==> config.mk <==
export PLATFORM = sky130hd
export DESIGN_NAME = fc_mac_accumulator
export DESIGN_NICKNAME = d
export VERILOG_FILES = /design/src/rtl/fc_mac_accumulator.sv
export SDC_FILE = /design/constraint.sdc
export NUM_CORES = 1
export LEC_CHECK = 0
export CAP_MARGIN = 20
export CORE_MARGIN = 2
export CORE_UTILIZATION = 40
export DETAILED_ROUTE_END_ITERATION = 6
export PLACE_DENSITY_LB_ADDON = 0.05
export SETUP_SLACK_MARGIN = 0.05
export SKIP_CTS_REPAIR_TIMING = 1
export SYNTH_ARGS = -nofsm -noshare
export SYNTH_HDL_FRONTEND = slang
export SYNTH_SLANG_ARGS = --single-unit
==> constraint.sdc <==
create_clock -name clk -period 2.4 [get_ports clk]
set_clock_uncertainty 0.05 [all_clocks]
set_input_delay 0.36 -clock clk [delete_from_list [all_inputs] [get_ports clk]]
set_output_delay 0.36 -clock clk [all_outputs]
set_load 0.01 [all_outputs]
==> src/rtl/fc_mac_accumulator.sv <==
`default_nettype none
// ============================================================================
//  Module      : fc_mac_accumulator
//  Description : Streams activation/weight pairs for one FC neuron, multiplies
//                them (unsigned), and accumulates into a saturating sum. The
//                sum is presented with the latched layer select to the
//                downstream rescale stage through a valid/ready handshake.
//  Revision    : 1.0 - initial release
// ============================================================================
module fc_mac_accumulator #(
  parameter int unsigned BITWIDTH_ACT = 8,
  parameter int unsigned BITWIDTH_W   = 8,
  parameter int unsigned BITWIDTH_OUT = 24,
  parameter int unsigned LEN0         = 784,
  parameter int unsigned LEN1         = 128,
  parameter int unsigned LEN2         = 64,
  parameter int unsigned CNT_W        = 10
) (
  input  logic                    clk,
  input  logic                    rstn,
  input  logic                    start,
  input  logic [1:0]              layer_sel,
  input  logic                    in_valid,
  output logic                    in_ready,
  input  logic [BITWIDTH_ACT-1:0] act,
  input  logic [BITWIDTH_W-1:0]   wt,
  output logic                    out_valid,
  input  logic                    out_ready,
  output logic [BITWIDTH_OUT-1:0] out_data,
  output logic [1:0]              out_select,
  output logic                    out_sat,
  output logic                    busy,
  output logic                    err
);

  localparam int unsigned C_PW = BITWIDTH_ACT + BITWIDTH_W;

  // Terminal beat index per layer (beat count minus one)
  localparam logic [CNT_W-1:0] c_last0 = CNT_W'(LEN0 - 1);
  localparam logic [CNT_W-1:0] c_last1 = CNT_W'(LEN1 - 1);
  localparam logic [CNT_W-1:0] c_last2 = CNT_W'(LEN2 - 1);
  localparam logic [CNT_W-1:0] c_cnt_one = CNT_W'(1);

  typedef enum logic [1:0] {
    S_IDLE  = 2'd0,
    S_ACCUM = 2'd1,
    S_DRAIN = 2'd2,
    S_DONE  = 2'd3
  } state_t;

  state_t                  r_state;
  state_t                  w_state_nxt;
  logic [1:0]              r_sel;
  logic [CNT_W-1:0]        r_last;
  logic [CNT_W-1:0]        r_count;
  logic [C_PW-1:0]         r_prod;
  logic                    r_prod_v;
  logic [BITWIDTH_OUT-1:0] r_acc;
  logic                    r_sat;
  logic [BITWIDTH_OUT-1:0] r_out_data;
  logic [1:0]              r_out_select;
  logic                    r_err;

  logic                    w_beat;
  logic                    w_last_beat;
  logic                    w_start_ok;
  logic                    w_start_bad;
  logic [CNT_W-1:0]        w_last_sel;
  logic [C_PW-1:0]         w_prod;
  logic [BITWIDTH_OUT:0]   w_sum;
  logic [BITWIDTH_OUT-1:0] w_acc_nxt;

  // Starts are only honoured in IDLE; the all-ones select is an illegal layer
  assign w_start_ok  = (r_state == S_IDLE) && start && (layer_sel != 2'b11);
  assign w_start_bad = (r_state == S_IDLE) && start && (layer_sel == 2'b11);
  assign w_beat      = in_valid && (r_state == S_ACCUM);
  assign w_last_beat = w_beat && (r_count == r_last);

  assign w_prod = {{BITWIDTH_W{1'b0}}, act} * {{BITWIDTH_ACT{1'b0}}, wt};

  // One guard bit above the accumulator detects overflow of the addition
  assign w_sum = {1'b0, r_acc} + {{(BITWIDTH_OUT + 1 - C_PW){1'b0}}, r_prod};

  // Accumulator value after this cycle's pending product (clamped on overflow)
  always_comb begin
    w_acc_nxt = r_acc;
    if (r_prod_v) begin
      w_acc_nxt = w_sum[BITWIDTH_OUT] ? {BITWIDTH_OUT{1'b1}} : w_sum[BITWIDTH_OUT-1:0];
    end
  end

  // Beat count for the layer chosen at start
  always_comb begin
    case (layer_sel)
      2'd0:    w_last_sel = c_last0;
      2'd1:    w_last_sel = c_last1;
      default: w_last_sel = c_last2;
    endcase
  end

  // State register
  always_ff @(posedge clk or negedge rstn) begin
    if (!rstn) r_state <= S_IDLE;
    else       r_state <= w_state_nxt;
  end

  // Next-state logic
  always_comb begin
    w_state_nxt = r_state;
    case (r_state)
      S_IDLE:  if (w_start_ok)  w_state_nxt = S_ACCUM;
      S_ACCUM: if (w_last_beat) w_state_nxt = S_DRAIN;
      S_DRAIN:                  w_state_nxt = S_DONE;
      S_DONE:  if (out_ready)   w_state_nxt = S_IDLE;
      default:                  w_state_nxt = S_IDLE;
    endcase
  end

  // Datapath: product pipeline, saturating accumulate and output capture
  always_ff @(posedge clk or negedge rstn) begin
    if (!rstn) begin
      r_sel        <= 2'd0;
      r_last       <= '0;
      r_count      <= '0;
      r_prod       <= '0;
      r_prod_v     <= 1'b0;
      r_acc        <= '0;
      r_sat        <= 1'b0;
      r_out_data   <= '0;
      r_out_select <= 2'd0;
      r_err        <= 1'b0;
    end else begin
      r_err    <= w_start_bad;
      r_prod_v <= w_beat;
      if (w_beat) begin
        r_prod  <= w_prod;
        r_count <= r_count + c_cnt_one;
      end
      if (w_start_ok) begin
        r_sel   <= layer_sel;
        r_last  <= w_last_sel;
        r_count <= '0;
        r_acc   <= '0;
        r_sat   <= 1'b0;
      end else if (r_prod_v) begin
        r_acc <= w_acc_nxt;
        if (w_sum[BITWIDTH_OUT]) r_sat <= 1'b1;
      end
      // The final product lands during DRAIN, so capture the post-add value
      if (r_state == S_DRAIN) begin
        r_out_data   <= w_acc_nxt;
        r_out_select <= r_sel;
      end
    end
  end

  assign in_ready   = (r_state == S_ACCUM);
  assign out_valid  = (r_state == S_DONE);
  assign busy       = (r_state != S_IDLE);
  assign out_data   = r_out_data;
  assign out_select = r_out_select;
  assign out_sat    = r_sat;
  assign err        = r_err;

endmodule
`default_nettype wire

Word-level counts from Yosys, hierarchy flattened
Index checks and enable logic that the tools add are counted.
{"block": "word_totals", "inputBits": 23, "register_bits": 93, "output_inout_bits": 31}
{"block": "op_classes", "reduce_logical": 13, "eq_ne": 10, "n_mul": 1, "n_addsub": 2, "muxes": 14}
{"operator": "2-to-1 mux 24 bit", "n": 4}
{"operator": "adder 24 x 16 -> 25 bit", "n": 1}
{"operator": "2-to-1 mux 10 bit", "n": 2}
{"operator": "case mux 10 bit (2 select lines)", "n": 1}
{"operator": "multiplier 8 x 8 -> 16 bit", "n": 1}
{"operator": "adder 10 x 1 -> 10 bit, second input constant", "n": 1}
{"operator": "equality test 10 bit", "n": 1}
{"operator": "case mux 2 bit (4 select lines)", "n": 1}
{"operator": "nonzero test 2 bit", "n": 4}
{"operator": "equality test 2 bit, second input constant", "n": 3}
{"operator": "2-to-1 mux 2 bit", "n": 3}
{"operator": "logical AND 1 bit", "n": 5}
{"operator": "equality test 2 x 1 -> 1 bit, second input constant", "n": 2}
{"operator": "logical NOT 2 bit", "n": 2}
{"operator": "!= test 2 x 1 -> 1 bit, second input constant", "n": 2}
{"operator": "!= test 2 bit, second input constant", "n": 2}
{"operator": "2-to-1 mux 1 bit", "n": 3}
{"operator": "AND reduction 3 bit", "n": 1}
{"operator": "AND reduction 2 bit", "n": 1}

Depth between registers and ports, before layout
{"block": "depth", "word_depth": 5, "ltp_mapped": 17, "ltp_nobuf": 17}

Worst setup path after synthesis
OpenSTA, ideal clock, no wires.
{"block": "synth_timing", "kind": "input -> register", "from": "input act[2]", "to": "register r_prod[13]", "path_buffers": 0, "path_slack_ns": -1.675, "cell_stages": 13, "required_ns": 2.255, "t_arrival_ns": 3.930, "setup_time_ns": 0.095, "path_cell_list": "and2_1 -> fa_1 -> fa_1 -> fa_1 -> inv_1 -> fa_1 -> inv_1 -> ha_1 -> or3_1 -> o2111ai_1 -> a21boi_0 -> o21a_1 -> o31ai_1"}
{"block": "synth_via", "elab_chain_cells": 1}
{"element": "from (decl)", "line_no": "25", "source": "input logic [BITWIDTH_ACT-1:0] act,"}
{"element": "multiplier 8 x 8 -> 16 bit", "line_no": "79", "source": "assign w_prod = {{BITWIDTH_W{1'b0}}, act} * {{BITWIDTH_ACT{1'b0}}, wt};"}
{"element": "to (signal assigned)", "line_no": "136", "source": "r_prod <= w_prod;"}
{"element": "to (decl)", "line_no": "56", "source": "logic [C_PW-1:0] r_prod;"}
No other way between the ends.
A chain may end at the register's enable or synchronous reset.

Worst setup path in the final report
{"block": "layout_timing", "from": "input wt[7]", "to": "register r_prod[13]"}
{"block": "layout_via", "elab_chain_cells": 1}
{"element": "from (decl)", "line_no": "26", "source": "input logic [BITWIDTH_W-1:0] wt,"}
{"element": "multiplier 8 x 8 -> 16 bit", "line_no": "79"}
No other way between the ends.

==> out/qor.json <==
{
  "drt": {
    "antenna_left": 0,
    "drtPass1Iterations": 4,
    "drt_iter0_drc": 169,
    "viasPerCell": 5.018,
    "vias": 5430,
    "drc_errors": 0,
    "route.final.wire_length_um": 15730,
    "avgRoutedWirePerCell_um": 14.54
  },
  "timing": {
    "fmax_mhz": 263.6,
    "hold_slack_ns": -0.00006634,
    "period_needed_ns": 3.794,
    "tightest_slew_ns": 0.6557,
    "timing_max_transition_violations_final": 0,
    "setup_repair_after_global_routing_missed_its_margin": "true",
    "final-setup-viol-count": 60,
    "period_utilization": 1.581,
    "fin_ws_ns": -1.394,
    "max_slew_margin": 0.5628,
    "report.final.hold_viol_count": 1
  },
  "global_route": {
    "vias_in_the_first_global_route": 5496,
    "grt_use_total": 0.1792,
    "maximum_number_of_pins_on_one_net_before_global_route_repair": 50,
    "global_route_wire_length_before_repair_um": 25740,
    "globalRouteOverflowTotal": 0,
    "initial_antenna_violation_count": 0
  },
  "finish": {
    "final_common_cell": "sky130_fd_sc_hd__dfrtp_1",
    "fillerInstances": 1395,
    "most-common-layout-cells": "87 x sky130_fd_sc_hd__dfrtp_1, 86 x sky130_fd_sc_hd__buf_4, 74 x sky130_fd_sc_hd__inv_1",
    "area_overhead_of_the_layout_relative_to_synthesis_pct": 40.02,
    "seqCellArea_sq_um": 2177,
    "drive_gt1_frac": 0.3037,
    "multi_input_comb_area_sq_um": 4604,
    "number_of_cells_in_the_finished_layout_apart_from_fillers": 1082,
    "insertedDiodeCount": 0,
    "finish.net_count": 979
  },
  "placed_design": {
    "port_buffers": 53,
    "place.detailed.instances": 1049,
    "gp_congestion": 0.8518,
    "detailedPlacementHpwl_um": 12080
  },
  "die": {
    "core_footprint_sq_um": 15940,
    "die_area_sq_um": 17370,
    "placementRows": 46,
    "start_util": 0.4097,
    "die-height_um": 131.8,
    "io_pins": 54,
    "die-width_um": 131.8
  },
  "clock_network": {
    "cts_tree": "built",
    "clkTransAtPathRegs_ns": 0.07,
    "cts_htree_levels": 3,
    "cts_buffers": 9,
    "clk-insertion-delay-late_ns": 0.34,
    "clk_tree_root_cell": "sky130_fd_sc_hd__clkbuf_16",
    "cts_sinks": 87,
    "max-clock-path-buffers": 2
  },
  "job": {
    "timing.max_cap.violations": 0
  },
  "worst_setup_path": {
    "timing.critical_path.from_type": "input pin",
    "critical_path.n_buffers_inverters": 3,
    "worstSetupPathType": "input pin to flip-flop",
    "worst_ep_arrival_time_ns": 3.99,
    "worst-endpoint-required_ns": 2.60,
    "cpMostUsedCell": "sky130_fd_sc_hd__fa_1",
    "critPathTopFamily": "adder cells",
    "timing.critical_path.cells": "buf_4 -> and2_4 -> fa_1 -> fa_1 -> fa_1 -> inv_2 -> fa_1 -> inv_2 -> ha_4 -> or3_4 -> o2111ai_4 -> a21boi_2 -> o21a_1 -> o31ai_1",
    "critical-path-max-stage-delay_ns": 0.56,
    "end_kind": "flip-flop",
    "critical_path_peak_fanout": 6,
    "slowest_stage": "sky130_fd_sc_hd__fa_1"
  },
  "synth": {
    "synth-edff-count": 0,
    "async_reset_ff_frac": 1.000,
    "synth_top_area_cell": "sky130_fd_sc_hd__dfrtp_1",
    "synthesis.yosys.warnings": 0,
    "cells_after_synth": 706,
    "yosys_register_bits": 87,
    "synthesis.area_per_instance_sq_um": 9.251,
    "synth_area_sq_um": 6531,
    "most_area_consuming_cells_after_synthesis": "sky130_fd_sc_hd__dfrtp_1 33%, sky130_fd_sc_hd__fa_1 11%, sky130_fd_sc_hd__ha_1 11%, sky130_fd_sc_hd__and2_1 5.1%, sky130_fd_sc_hd__inv_1 4.7%",
    "synthFlopType": "sky130_fd_sc_hd__dfrtp_1",
    "post_synth_num_cell_types": 55,
    "synth_seq_area_share": 0.3333,
    "syn_nets": 824,
    "synth.top_cell.area_share": 0.3333
  },
  "power_and_ir_drop": {
    "irDropWorstVdd_v": 0.0004709,
    "total_leakage_power_nw": 4.329,
    "power.density_nw_per_um2": 1244
  },
  "hold_path": {
    "hp-class": "input pin to asynchronous set/reset pin"
  },
  "status": {
    "outcome": "complete, but fails checks",
    "failed_checks": "hold timing, setup timing"
  }
}
-- layer usage --
layer  vias to the layer above  global-route usage  wire length [um]
met5                         -                   0                 0
met4                         0             0.06159               314
met3                        20             0.02268               298
met2                        76              0.3191              8162
met1                      2659              0.2249              6956
li1                       2675                   -                 -
-- worst paths after layout --
kind                                       start                       end  slack (ns)  cells past startpoint
min in group clk                          act[0]     r_prod[0]$_DFFE_PN0P_        0.43                      4
max                                        wt[7]    r_prod[13]$_DFFE_PN0P_       -1.39                     14
min reg2reg                 r_sel[0]$_DFFE_PN0P_      r_sel[0]$_DFFE_PN0P_        0.44                      2
min                                         rstn  out_data[20]$_DFFE_PN0P_    -0.00007                      1
max in group asynchronous                   rstn      r_acc[2]$_DFFE_PN0P_        1.68                      2
max reg2reg                r_prod[0]$_DFFE_PN0P_   out_data[3]$_DFFE_PN0P_       -0.18                     11
-- Yosys cell counts (all sizes together) (3+ instances only) --
master  number
nand3       13
inv         82
nand2       72
o211ai       5
and3        10
and4         3
xnor2       17
fa          37
ha          58
o31ai        3
a31oi        6
dfrtp       87
a21o         9
a21oi       31
mux2i       14
a21boi       3
mux2         4
xor2        16
nor2b        3
nand2b       4
nor2        52
o221ai       3
o22ai       18
clkbuf      16
o21a         5
o21ai       48
nor3         9
and2        54
-- state kept, by name, indices dropped and copies added (netlist names) --
signal	flops
out_select	2
r_state	2
r_last	4
r_count	10
out_data	24
r_sel	2
r_acc	24
r_prod	16
err	1
out_sat	1
r_prod_v	1
-- metrics by stage --
step	worst slack, ns	TNS [ns]	cell area, sq um	utilization	total power, mW
floorplan	-1.375	-12.11	6683	-	6.244
global placement	-2.096	-26.49	8128	0.5098	8.530
detailed placement	-2.165	-27.87	8128	0.5098	8.645
finish	-1.394	-17.22	9145	0.5736	11.38
CTS	-1.806	-24.35	8448	0.5299	10.22
global route	-1.522	-24.85	9145	0.5736	12.34
-- cells by family (layout without fill, tap and decap cells) --
family                   after synthesis  in the layout  share of synthesized area
XOR/XNOR                              33             33                    0.04425
AO/OA/AOI/OAI                        146            146                     0.1425
multiplexers                          18             18                    0.02893
AND/OR/NAND/NOR                      227            227                     0.1682
adder cells (fa/ha/maj)               95             95                     0.2245
flip-flops                            87             87                     0.3333
buffers and inverters                100            260                    0.05824
-- power breakdown --
part           internal (mW)  switching, mW
clock network          0.918          0.604
registers               2.04          0.439
logic                   3.72           3.65
total                   6.69           4.69
-- cell type report --
cell class,instances,area share
Multi-Input combinational cell,519,0.5035
Sequential cell,87,0.2381
Timing Repair Buffer,162,0.1602
Inverter,82,0.03366
Tap cell,216,0.02955
Clock buffer,9,0.02463
Clock inverter,7,0.01040
No activity file was read; power rests on OpenSTA's default activity.
